<file path="config.mk">
export PLATFORM = sky130hd
export DESIGN_NAME = touch_adc_spi_responder
export DESIGN_NICKNAME = d
export VERILOG_FILES = /design/src/rtl/touch_adc_spi_responder.sv
export SDC_FILE = /design/constraint.sdc
export NUM_CORES = 1
export LEC_CHECK = 0
export ABC_AREA = 0
export CAP_MARGIN = 20
export CORE_MARGIN = 5
export CORE_UTILIZATION = 48
export DETAILED_ROUTE_END_ITERATION = 6
export PLACE_DENSITY = 0.85
export RECOVER_POWER = 100
export SLEW_MARGIN = 20
export SYNTH_ARGS = -nofsm -noshare
export SYNTH_HDL_FRONTEND = slang
export SYNTH_SLANG_ARGS = --single-unit
</file>
<file path="constraint.sdc">
create_clock -name iCLK -period 1.85 [get_ports iCLK]
set_input_delay 0.555 -clock iCLK [delete_from_list [all_inputs] [get_ports iCLK]]
set_output_delay 0.555 -clock iCLK [all_outputs]
set_load 0.02 [all_outputs]
</file>
<file path="src/rtl/touch_adc_spi_responder.sv">
// Touch-screen ADC SPI responder: emulates a resistive-touch ADC slave.
// Accepts an 8-bit control byte from the master, then answers with a busy
// period and a 12-bit (or 8-bit) X/Y coordinate, MSB first.
//
// state  | meaning
// IDLE   | no frame in progress, waiting for a start bit
// CMD    | shifting in control byte bits on DCLK rising edges
// BUSY   | conversion emulation; BUSY high for one DCLK period
// DATA   | shifting out coordinate bits on DCLK falling edges
// TAIL   | conversion done, DOUT low, a new start bit may follow
module touch_adc_spi_responder #(
  parameter int         SYNC_STAGES = 2,
  parameter logic [2:0] X_ADDR      = 3'b001,
  parameter logic [2:0] Y_ADDR      = 3'b101
) (
  input  logic        iCLK,
  input  logic        iRST,
  input  logic        iADC_DCLK,
  input  logic        iADC_CS,
  input  logic        iADC_DIN,
  input  logic        iTOUCH,
  input  logic [11:0] iX_COORD,
  input  logic [11:0] iY_COORD,
  output logic        oADC_DOUT,
  output logic        oADC_BUSY,
  output logic        oADC_PENIRQ_n,
  output logic [7:0]  oCMD,
  output logic        oCMD_VALID,
  output logic        oFRAME_ERR
);

  typedef enum logic [2:0] {S_IDLE, S_CMD, S_BUSY, S_DATA, S_TAIL} state_t;

  logic [SYNC_STAGES-1:0] dclk_sync_q, dclk_sync_d;
  logic [SYNC_STAGES-1:0] cs_sync_q, cs_sync_d;
  logic [SYNC_STAGES-1:0] din_sync_q, din_sync_d;
  // live_q marks when the synchronizers hold real pin samples, not reset values
  logic [SYNC_STAGES-1:0] live_q, live_d;
  logic        dclk_prev_q, dclk_prev_d;
  state_t      state_q, state_d;
  logic [3:0]  bit_cnt_q, bit_cnt_d;
  logic [6:0]  cmd_sr_q, cmd_sr_d;
  logic [7:0]  cmd_q, cmd_d;
  logic        cmd_valid_q, cmd_valid_d;
  logic        frame_err_q, frame_err_d;
  logic [11:0] data_sr_q, data_sr_d;
  logic [3:0]  len_q, len_d;
  logic        dout_q, dout_d;
  logic        busy_q, busy_d;
  logic        pen_en_q, pen_en_d;
  logic        penirq_n_q, penirq_n_d;
  // armed_q blocks start bits after reset until CS has been seen high
  logic        armed_q, armed_d;

  logic        dclk_s, cs_s, din_s, live_s;
  logic        dclk_rise, dclk_fall;
  logic [7:0]  cmd_byte;
  logic [11:0] coord_sel;

  assign dclk_s    = dclk_sync_q[SYNC_STAGES-1];
  assign cs_s      = cs_sync_q[SYNC_STAGES-1];
  assign din_s     = din_sync_q[SYNC_STAGES-1];
  assign live_s    = live_q[SYNC_STAGES-1];
  assign dclk_rise = dclk_s & ~dclk_prev_q;
  assign dclk_fall = ~dclk_s & dclk_prev_q;
  assign cmd_byte  = {cmd_sr_q, din_s};

  // Synchronizer shift chains and pen interrupt
  always_comb begin
    dclk_sync_d    = dclk_sync_q << 1;
    dclk_sync_d[0] = iADC_DCLK;
    cs_sync_d      = cs_sync_q << 1;
    cs_sync_d[0]   = iADC_CS;
    din_sync_d     = din_sync_q << 1;
    din_sync_d[0]  = iADC_DIN;
    live_d         = live_q << 1;
    live_d[0]      = 1'b1;
    dclk_prev_d    = dclk_s;
    penirq_n_d     = ~(iTOUCH & pen_en_q);
  end

  // Channel decode on the completing control byte
  always_comb begin
    coord_sel = 12'h000;
    if (cmd_byte[6:4] == X_ADDR)      coord_sel = iX_COORD;
    else if (cmd_byte[6:4] == Y_ADDR) coord_sel = iY_COORD;
  end

  // Frame FSM next-state and datapath; CS high overrides any DCLK edge
  always_comb begin
    state_d     = state_q;
    bit_cnt_d   = bit_cnt_q;
    cmd_sr_d    = cmd_sr_q;
    cmd_d       = cmd_q;
    cmd_valid_d = 1'b0;
    frame_err_d = 1'b0;
    data_sr_d   = data_sr_q;
    len_d       = len_q;
    dout_d      = dout_q;
    busy_d      = busy_q;
    pen_en_d    = pen_en_q;
    armed_d     = armed_q | (live_s & cs_s);
    if (cs_s) begin
      state_d   = S_IDLE;
      dout_d    = 1'b0;
      busy_d    = 1'b0;
      bit_cnt_d = 4'd0;
      if (state_q == S_CMD || state_q == S_BUSY || state_q == S_DATA)
        frame_err_d = 1'b1;
    end else begin
      case (state_q)
        S_IDLE, S_TAIL: begin
          dout_d = 1'b0;
          if (dclk_rise && din_s && armed_q) begin
            state_d   = S_CMD;
            cmd_sr_d  = 7'h01;
            bit_cnt_d = 4'd1;
          end
        end
        S_CMD: begin
          if (dclk_rise) begin
            cmd_sr_d  = cmd_byte[6:0];
            bit_cnt_d = bit_cnt_q + 4'd1;
            if (bit_cnt_q == 4'd7) begin
              cmd_d       = cmd_byte;
              cmd_valid_d = 1'b1;
              pen_en_d    = ~cmd_byte[0];
              len_d       = cmd_byte[3] ? 4'd8 : 4'd12;
              data_sr_d   = coord_sel;
              bit_cnt_d   = 4'd0;
              state_d     = S_BUSY;
            end
          end
        end
        S_BUSY: begin
          dout_d = 1'b0;
          if (dclk_fall) begin
            if (!busy_q) begin
              busy_d = 1'b1;
            end else begin
              busy_d    = 1'b0;
              dout_d    = data_sr_q[11];
              data_sr_d = data_sr_q << 1;
              bit_cnt_d = 4'd1;
              state_d   = S_DATA;
            end
          end
        end
        S_DATA: begin
          if (dclk_fall) begin
            if (bit_cnt_q == len_q) begin
              dout_d  = 1'b0;
              state_d = S_TAIL;
            end else begin
              dout_d    = data_sr_q[11];
              data_sr_d = data_sr_q << 1;
              bit_cnt_d = bit_cnt_q + 4'd1;
            end
          end
        end
        default: state_d = S_IDLE;
      endcase
    end
  end

  // State and output registers
  always_ff @(posedge iCLK or posedge iRST) begin
    if (iRST) begin
      dclk_sync_q <= '0;
      cs_sync_q   <= '1;
      din_sync_q  <= '0;
      live_q      <= '0;
      dclk_prev_q <= 1'b0;
      state_q     <= S_IDLE;
      bit_cnt_q   <= 4'd0;
      cmd_sr_q    <= 7'h00;
      cmd_q       <= 8'h00;
      cmd_valid_q <= 1'b0;
      frame_err_q <= 1'b0;
      data_sr_q   <= 12'h000;
      len_q       <= 4'd12;
      dout_q      <= 1'b0;
      busy_q      <= 1'b0;
      pen_en_q    <= 1'b1;
      penirq_n_q  <= 1'b1;
      armed_q     <= 1'b0;
    end else begin
      dclk_sync_q <= dclk_sync_d;
      cs_sync_q   <= cs_sync_d;
      din_sync_q  <= din_sync_d;
      live_q      <= live_d;
      dclk_prev_q <= dclk_prev_d;
      state_q     <= state_d;
      bit_cnt_q   <= bit_cnt_d;
      cmd_sr_q    <= cmd_sr_d;
      cmd_q       <= cmd_d;
      cmd_valid_q <= cmd_valid_d;
      frame_err_q <= frame_err_d;
      data_sr_q   <= data_sr_d;
      len_q       <= len_d;
      dout_q      <= dout_d;
      busy_q      <= busy_d;
      pen_en_q    <= pen_en_d;
      penirq_n_q  <= penirq_n_d;
      armed_q     <= armed_d;
    end
  end

  assign oADC_DOUT     = dout_q;
  assign oADC_BUSY     = busy_q;
  assign oADC_PENIRQ_n = penirq_n_q;
  assign oCMD          = cmd_q;
  assign oCMD_VALID    = cmd_valid_q;
  assign oFRAME_ERR    = frame_err_q;

endmodule
</file>
; Word-level counts from Yosys, hierarchy flattened
; Index checks and enable logic that the tools add are counted.
[word_totals]
inputBits = 30
reg_bits = 54
output_inout_bits = 13
wordCells = 118
[classes]
muxes = 47
n_eq_ne = 23
addsub = 1
reduce_logical = 19
bitwise = 10
[op_table]
columns = cell, n
row1 = 12-bit 2-to-1 mux, 8
row2 = 12-bit one-hot mux with 3 select lines, 1
row3 = 4-bit 2-to-1 mux, 8
row4 = 3-bit 2-to-1 mux, 9
row5 = "3-bit != test, second input constant", 6
row6 = 4-bit one-hot mux with 4 select lines, 1
row7 = 1-bit 2-to-1 mux, 15
row8 = 7-bit 2-to-1 mux, 2
row9 = 7-bit one-hot mux with 2 select lines, 1
row10 = 7-bit AND reduction, 2
row11 = "2-bit != test, second input constant", 6
row12 = 3-bit one-hot mux with 4 select lines, 1
row13 = 4-bit AND reduction, 2
row14 = 8-bit AND reduction, 1
row15 = "3-bit by 1-bit equality test with 1-bit output, second input constant", 2
row16 = "3-bit by 2-bit equality test with 1-bit output, second input constant", 2
row17 = "3-bit equality test, second input constant", 2
row18 = "3-bit by 2-bit != test with 1-bit output, second input constant", 2
row19 = 2-bit nonzero test, 3
row20 = 1-bit inverter, 5
row21 = 5-bit nonzero test, 1
row22 = "4-bit by 1-bit adder with 4-bit output, second input constant", 1
row23 = 1-bit AND, 4
row24 = "4-bit by 3-bit equality test with 1-bit output, second input constant", 1
row25 = other kinds (11), 14

; Depth between registers and ports, before layout
[depth]
ltp_word = 7
depth_mapped = 7
mapped_depth_nobuf = 6

; Least setup slack after synthesis
; OpenSTA, ideal clock, no wires.
[synth_path]
path_kind = register to register
startpoint = register cs_sync_q[1]
endpoint = register bit_cnt_q[0]
stages_incl_launch_ff = 7
t_required_ps = 1730
arrival_time_ps = 1767
setup_slack_ps = -37
path_cell_list = dfstp_2 buf_4 inv_1 a31oi_1 o211ai_1 or4_1 and3_1
[synth_between]
elab_chain_len = 2
[synth_lines]
columns = item, line
row1 = start: declaration, 35  ; logic [SYNC_STAGES-1:0] cs_sync_q, cs_sync_d;
row2 = start signal: assignment, 189  ; cs_sync_q <= cs_sync_d;
row3 = 3-bit != test (no source line) / 5-bit nonzero test (equally long branches), -
row4 = 7-bit AND reduction (no source line), -
row5 = end signal: assignment, 194  ; bit_cnt_q <= bit_cnt_d;
row6 = end: declaration, 41  ; logic [3:0] bit_cnt_q, bit_cnt_d;
; Several ways; a longest one is shown, not always the timed one.
; A chain may end at the register's enable or synchronous reset.

; Worst setup path in the final report
[layout_path]
startpoint = register state_q[0]
endpoint = register data_sr_q[5]
[layout_between]
elab_chain_len = 3
[layout_lines]
columns = item, line
row1 = start: declaration, 40  ; state_t state_q, state_d;
row2 = start signal: assignment, 193  ; state_q <= state_d;
row3 = 3-bit by 2-bit equality test with 1-bit output / 3-bit by 1-bit equality test with 1-bit output (equally long branches), 111  ; case (state_q)
row4 = 2-bit != test (no source line) (tied with other cells), -
row5 = 8-bit AND reduction (no source line), -
row6 = end signal: assignment, 199  ; data_sr_q <= data_sr_d;
row7 = end: declaration, 46  ; logic [11:0] data_sr_q, data_sr_d;
; Several ways; a longest one is shown, not always the timed one.

==> flow_summary.toml <==
[synth]
ys_ff_latch = 51
syn_avg_cell_area_um2 = 10.3
netlist_top_cells_count = "nand2_1 (56), dfrtp_1 (46), o21ai_0 (24)"
yosys.area.top_type = "dfrtp_1"
yosys_warnings = 0
synth-edff-count = 0
syn_nets = 279
async_flop_share_pct = 100
synth.area.top_cells = "dfrtp_1 (45%), nand2_1 (8.3%), mux2_4 (5.9%)"
syn_inst = 247
mappedNetlistArea_um2 = 2540
synth_cell_types = 60
yosysMostFrequentCell = "nand2_1"
synthFlopType = "dfrtp_1"
synth_top_area_share_pct = 45.3
synth.yosys.seq_area_share_pct = 50.5

[timing]
setup_ws_ns = -0.0272
min_period_ns = 1.88
slew_violations = 0
max_freq_ghz = 0.533
setup_violations = 11
hold_viol_final = 0
finalClockSkew_ns = 0.0100
rsz0062_at_grt = "yes"
tightestPinTransition_ns = 0.666
period_share_pct = 101
max_slew_margin_pct = 55.6

[final_layout]
nNetsFinal = 351
syn2layout_area_growth_pct = 33.1
utilization_pct = 66.1
diodes = 0
drive_above_1_share_pct = 26.3
nFillCells = 407
multi_input_area_um2 = 1190
regArea_um2 = 1290

[floorplanning]
die_y_um = 82.7
rows = 26
fp.coreArea_um2 = 5110
num_io_pins = 43
start_util_pct = 49.7
dieArea_um2 = 6840
die_x_um = 82.7

[place]
port_buffers = 42
place_congestion = 0.912
place_hpwl_mm = 4.13

[power]
power_uw = 3120
ir_drop_mv = 0.664
p_per_area_nw_per_um2 = 925
p_leak_uw = 0.00151

[critical_path]
regToRegSetupSlack_ns = -0.03
crit_family = "simple AND/OR/NAND/NOR gates"
crit_buf_inv = 1
crit_required_ns = 2.04
reg2reg_from = "state_q[0]$_DFFE_PP0P_"
critPathMaxStageDelay_ns = 0.47
rr_endpoint = "data_sr_q[5]$_DFFE_PP0P_"
critPathSlowestCell = "dfrtp_2"
cp.arrival_ns = 2.07
worstSetupPathType = "reg2reg"
crit_chain = "and4bb_1, or2_4, nor2_4, a2111o_1, buf_6, mux2_4"
critPathLaunchType = "flip-flop"
critical_path.max_fanout = 8
worstRegToRegCells = 6
cp-end-kind = "flip-flop"

[clock_tree]
cts_made_buffers = 5
root_buffer = "clkbuf_8"
cts_tree = "done"
insertion_delay_ns = 0.31
clk_pin_slew_ns = 0.09
cts_sinks = 51
h-tree-depth = 2
clk_path_buf_depth = 2

[min_path]
min_to = "dclk_sync_q[1]$_DFF_PP0_"
min_path_type = "reg2reg"
hp-start = "dclk_sync_q[0]$_DFF_PP0_"
hold_depth = 0

[grt]
grt_usage_pct = 18.3
grt_max_degree = 52
grt_pass1_wl_mm = 9.61
grt_pass1_vias = 2130
antenna_found_initial = 0
overflow = 0

[run_status]
status = "finished, violations left"
violations = "setup timing"

[flow_run]
maxCapViolations = 0

[routing]
drt_pass1_iterations = 4
wl_per_cell_um = 14.4
drc = 0
via_per_inst = 5.24
num_vias = 2043
drt-total-wl_mm = 5.60
drt_iter0_markers = 149
detail-route-antenna-nets = 0
[worst max path at each step]
stage,start,end,slack (ns),depth (start not counted)
2_1_floorplan,cs_sync_q[1]$_DFF_PP1_,bit_cnt_q[0]$_DFFE_PP0P_,0.02,6
6_report,state_q[0]$_DFFE_PP0P_,data_sr_q[5]$_DFFE_PP0P_,-0.03,6
3_3_place_gp,bit_cnt_q[0]$_DFFE_PP0P_,data_sr_q[0]$_DFFE_PP0P_,-0.009,7
4_1_cts,dclk_sync_q[1]$_DFF_PP0_,data_sr_q[6]$_DFFE_PP0P_,-0.006,6
5_1_grt,dclk_sync_q[1]$_DFF_PP0_,data_sr_q[5]$_DFFE_PP0P_,-0.09,6
3_5_place_dp,bit_cnt_q[0]$_DFFE_PP0P_,data_sr_q[5]$_DFFE_PP0P_,-0.05,7
[per-stage QoR]
| step | hold WS, ns | worst slack (ns) | TNS (ns) | cells | cell area (um^2) |
|---|---|---|---|---|---|
| detailed placement | 0.337 | -0.0460 | -0.470 | 376 | 3230 |
| global route | 0.378 | -0.0877 | -1.11 | 390 | 3380 |
| finish | 0.357 | -0.0272 | -0.225 | 390 | 3380 |
| CTS | 0.359 | -0.00591 | -0.0174 | 389 | 3400 |
| global placement | 0.334 | -0.00947 | -0.0738 | 376 | 3230 |
| floorplan | 0.331 | 0.0208 | 0 | 247 | 2540 |
[flip-flops by register name (all words and copies together), names as in the netlist, 2 cells and up]
register	cells
cs_sync_q	2
cmd_sr_q	7
oCMD	8
state_q	3
dclk_sync_q	2
din_sync_q	2
data_sr_q	12
live_q	2
bit_cnt_q	4
[worst reg2reg max path: stages, from the launching register on]
cell and delay, ns:
dfrtp_2 0.47, and4bb_1 0.31, or2_4 0.15, nor2_4 0.05
a2111o_1 0.35, buf_6 0.17, mux2_4 0.29
[metal layers]
| layer | track usage (%) | vias to the layer above | wire, um |
|---|---|---|---|
| met4 | 6.70 | 0 | 65 |
| met5 | 0 | - | 0 |
| li1 | - | 1001 | - |
| met1 | 23.6 | 987 | 2500 |
| met3 | 3.04 | 7 | 263 |
| met2 | 30.8 | 48 | 2770 |
[repair_timing]
item / in CTS / in global routing
hold buffers: 0 / 0
resized for setup: 13 / 16
setup endpoints to repair: 22 / 29
pin swaps: 0 / 3
setup buffers: 5 / 1
[logic make-up after synthesis]
logic type               Yosys count  synth area share, %
adder cells (fa/ha/maj)            2                0.986
XOR/XNOR                           2                0.690
multiplexers                      24                 11.5
flip-flops                        51                 50.5
AO/OA/AOI/OAI                     48                 12.6
buffers and inverters             18                 3.45
AND/OR/NAND/NOR                  101                 20.1
other                              1                0.148
[cell type report]
cell class | instances | share of cell area (%)
flip-flops and latches | 51 | 38.1
multi-input cells | 178 | 35.4
repair buffers | 76 | 19.7
well taps | 70 | 2.59
clock buffers | 5 | 2.04
clock inverters | 3 | 1.41
inverters | 7 | 0.778
[placed cells by master, fill, tap and decap left out, types with 4 or more instances in the layout]
| cell | netlist | layout |
|---|---|---|
| dlygate4sd2_1 | 0 | 6 |
| nor3_1 | 3 | 4 |
| buf_4 | 2 | 27 |
| clkbuf_1 | 3 | 6 |
| clkdlybuf4s50_1 | 0 | 26 |
| nor2_1 | 10 | 8 |
| dfrtp_2 | 0 | 4 |
| mux2i_1 | 12 | 12 |
| o21ai_0 | 24 | 24 |
| mux2_4 | 10 | 10 |
| inv_1 | 7 | 5 |
| dlygate4sd3_1 | 0 | 5 |
| clkbuf_8 | 0 | 5 |
| nand2_1 | 56 | 56 |
| dfrtp_1 | 46 | 42 |
[where the power goes]
group          switching, uW  internal, uW
sequential               125          1280
combinational            388           527
clock                    390           410
total                    903          2220
(Power assumes the default switching activity.)
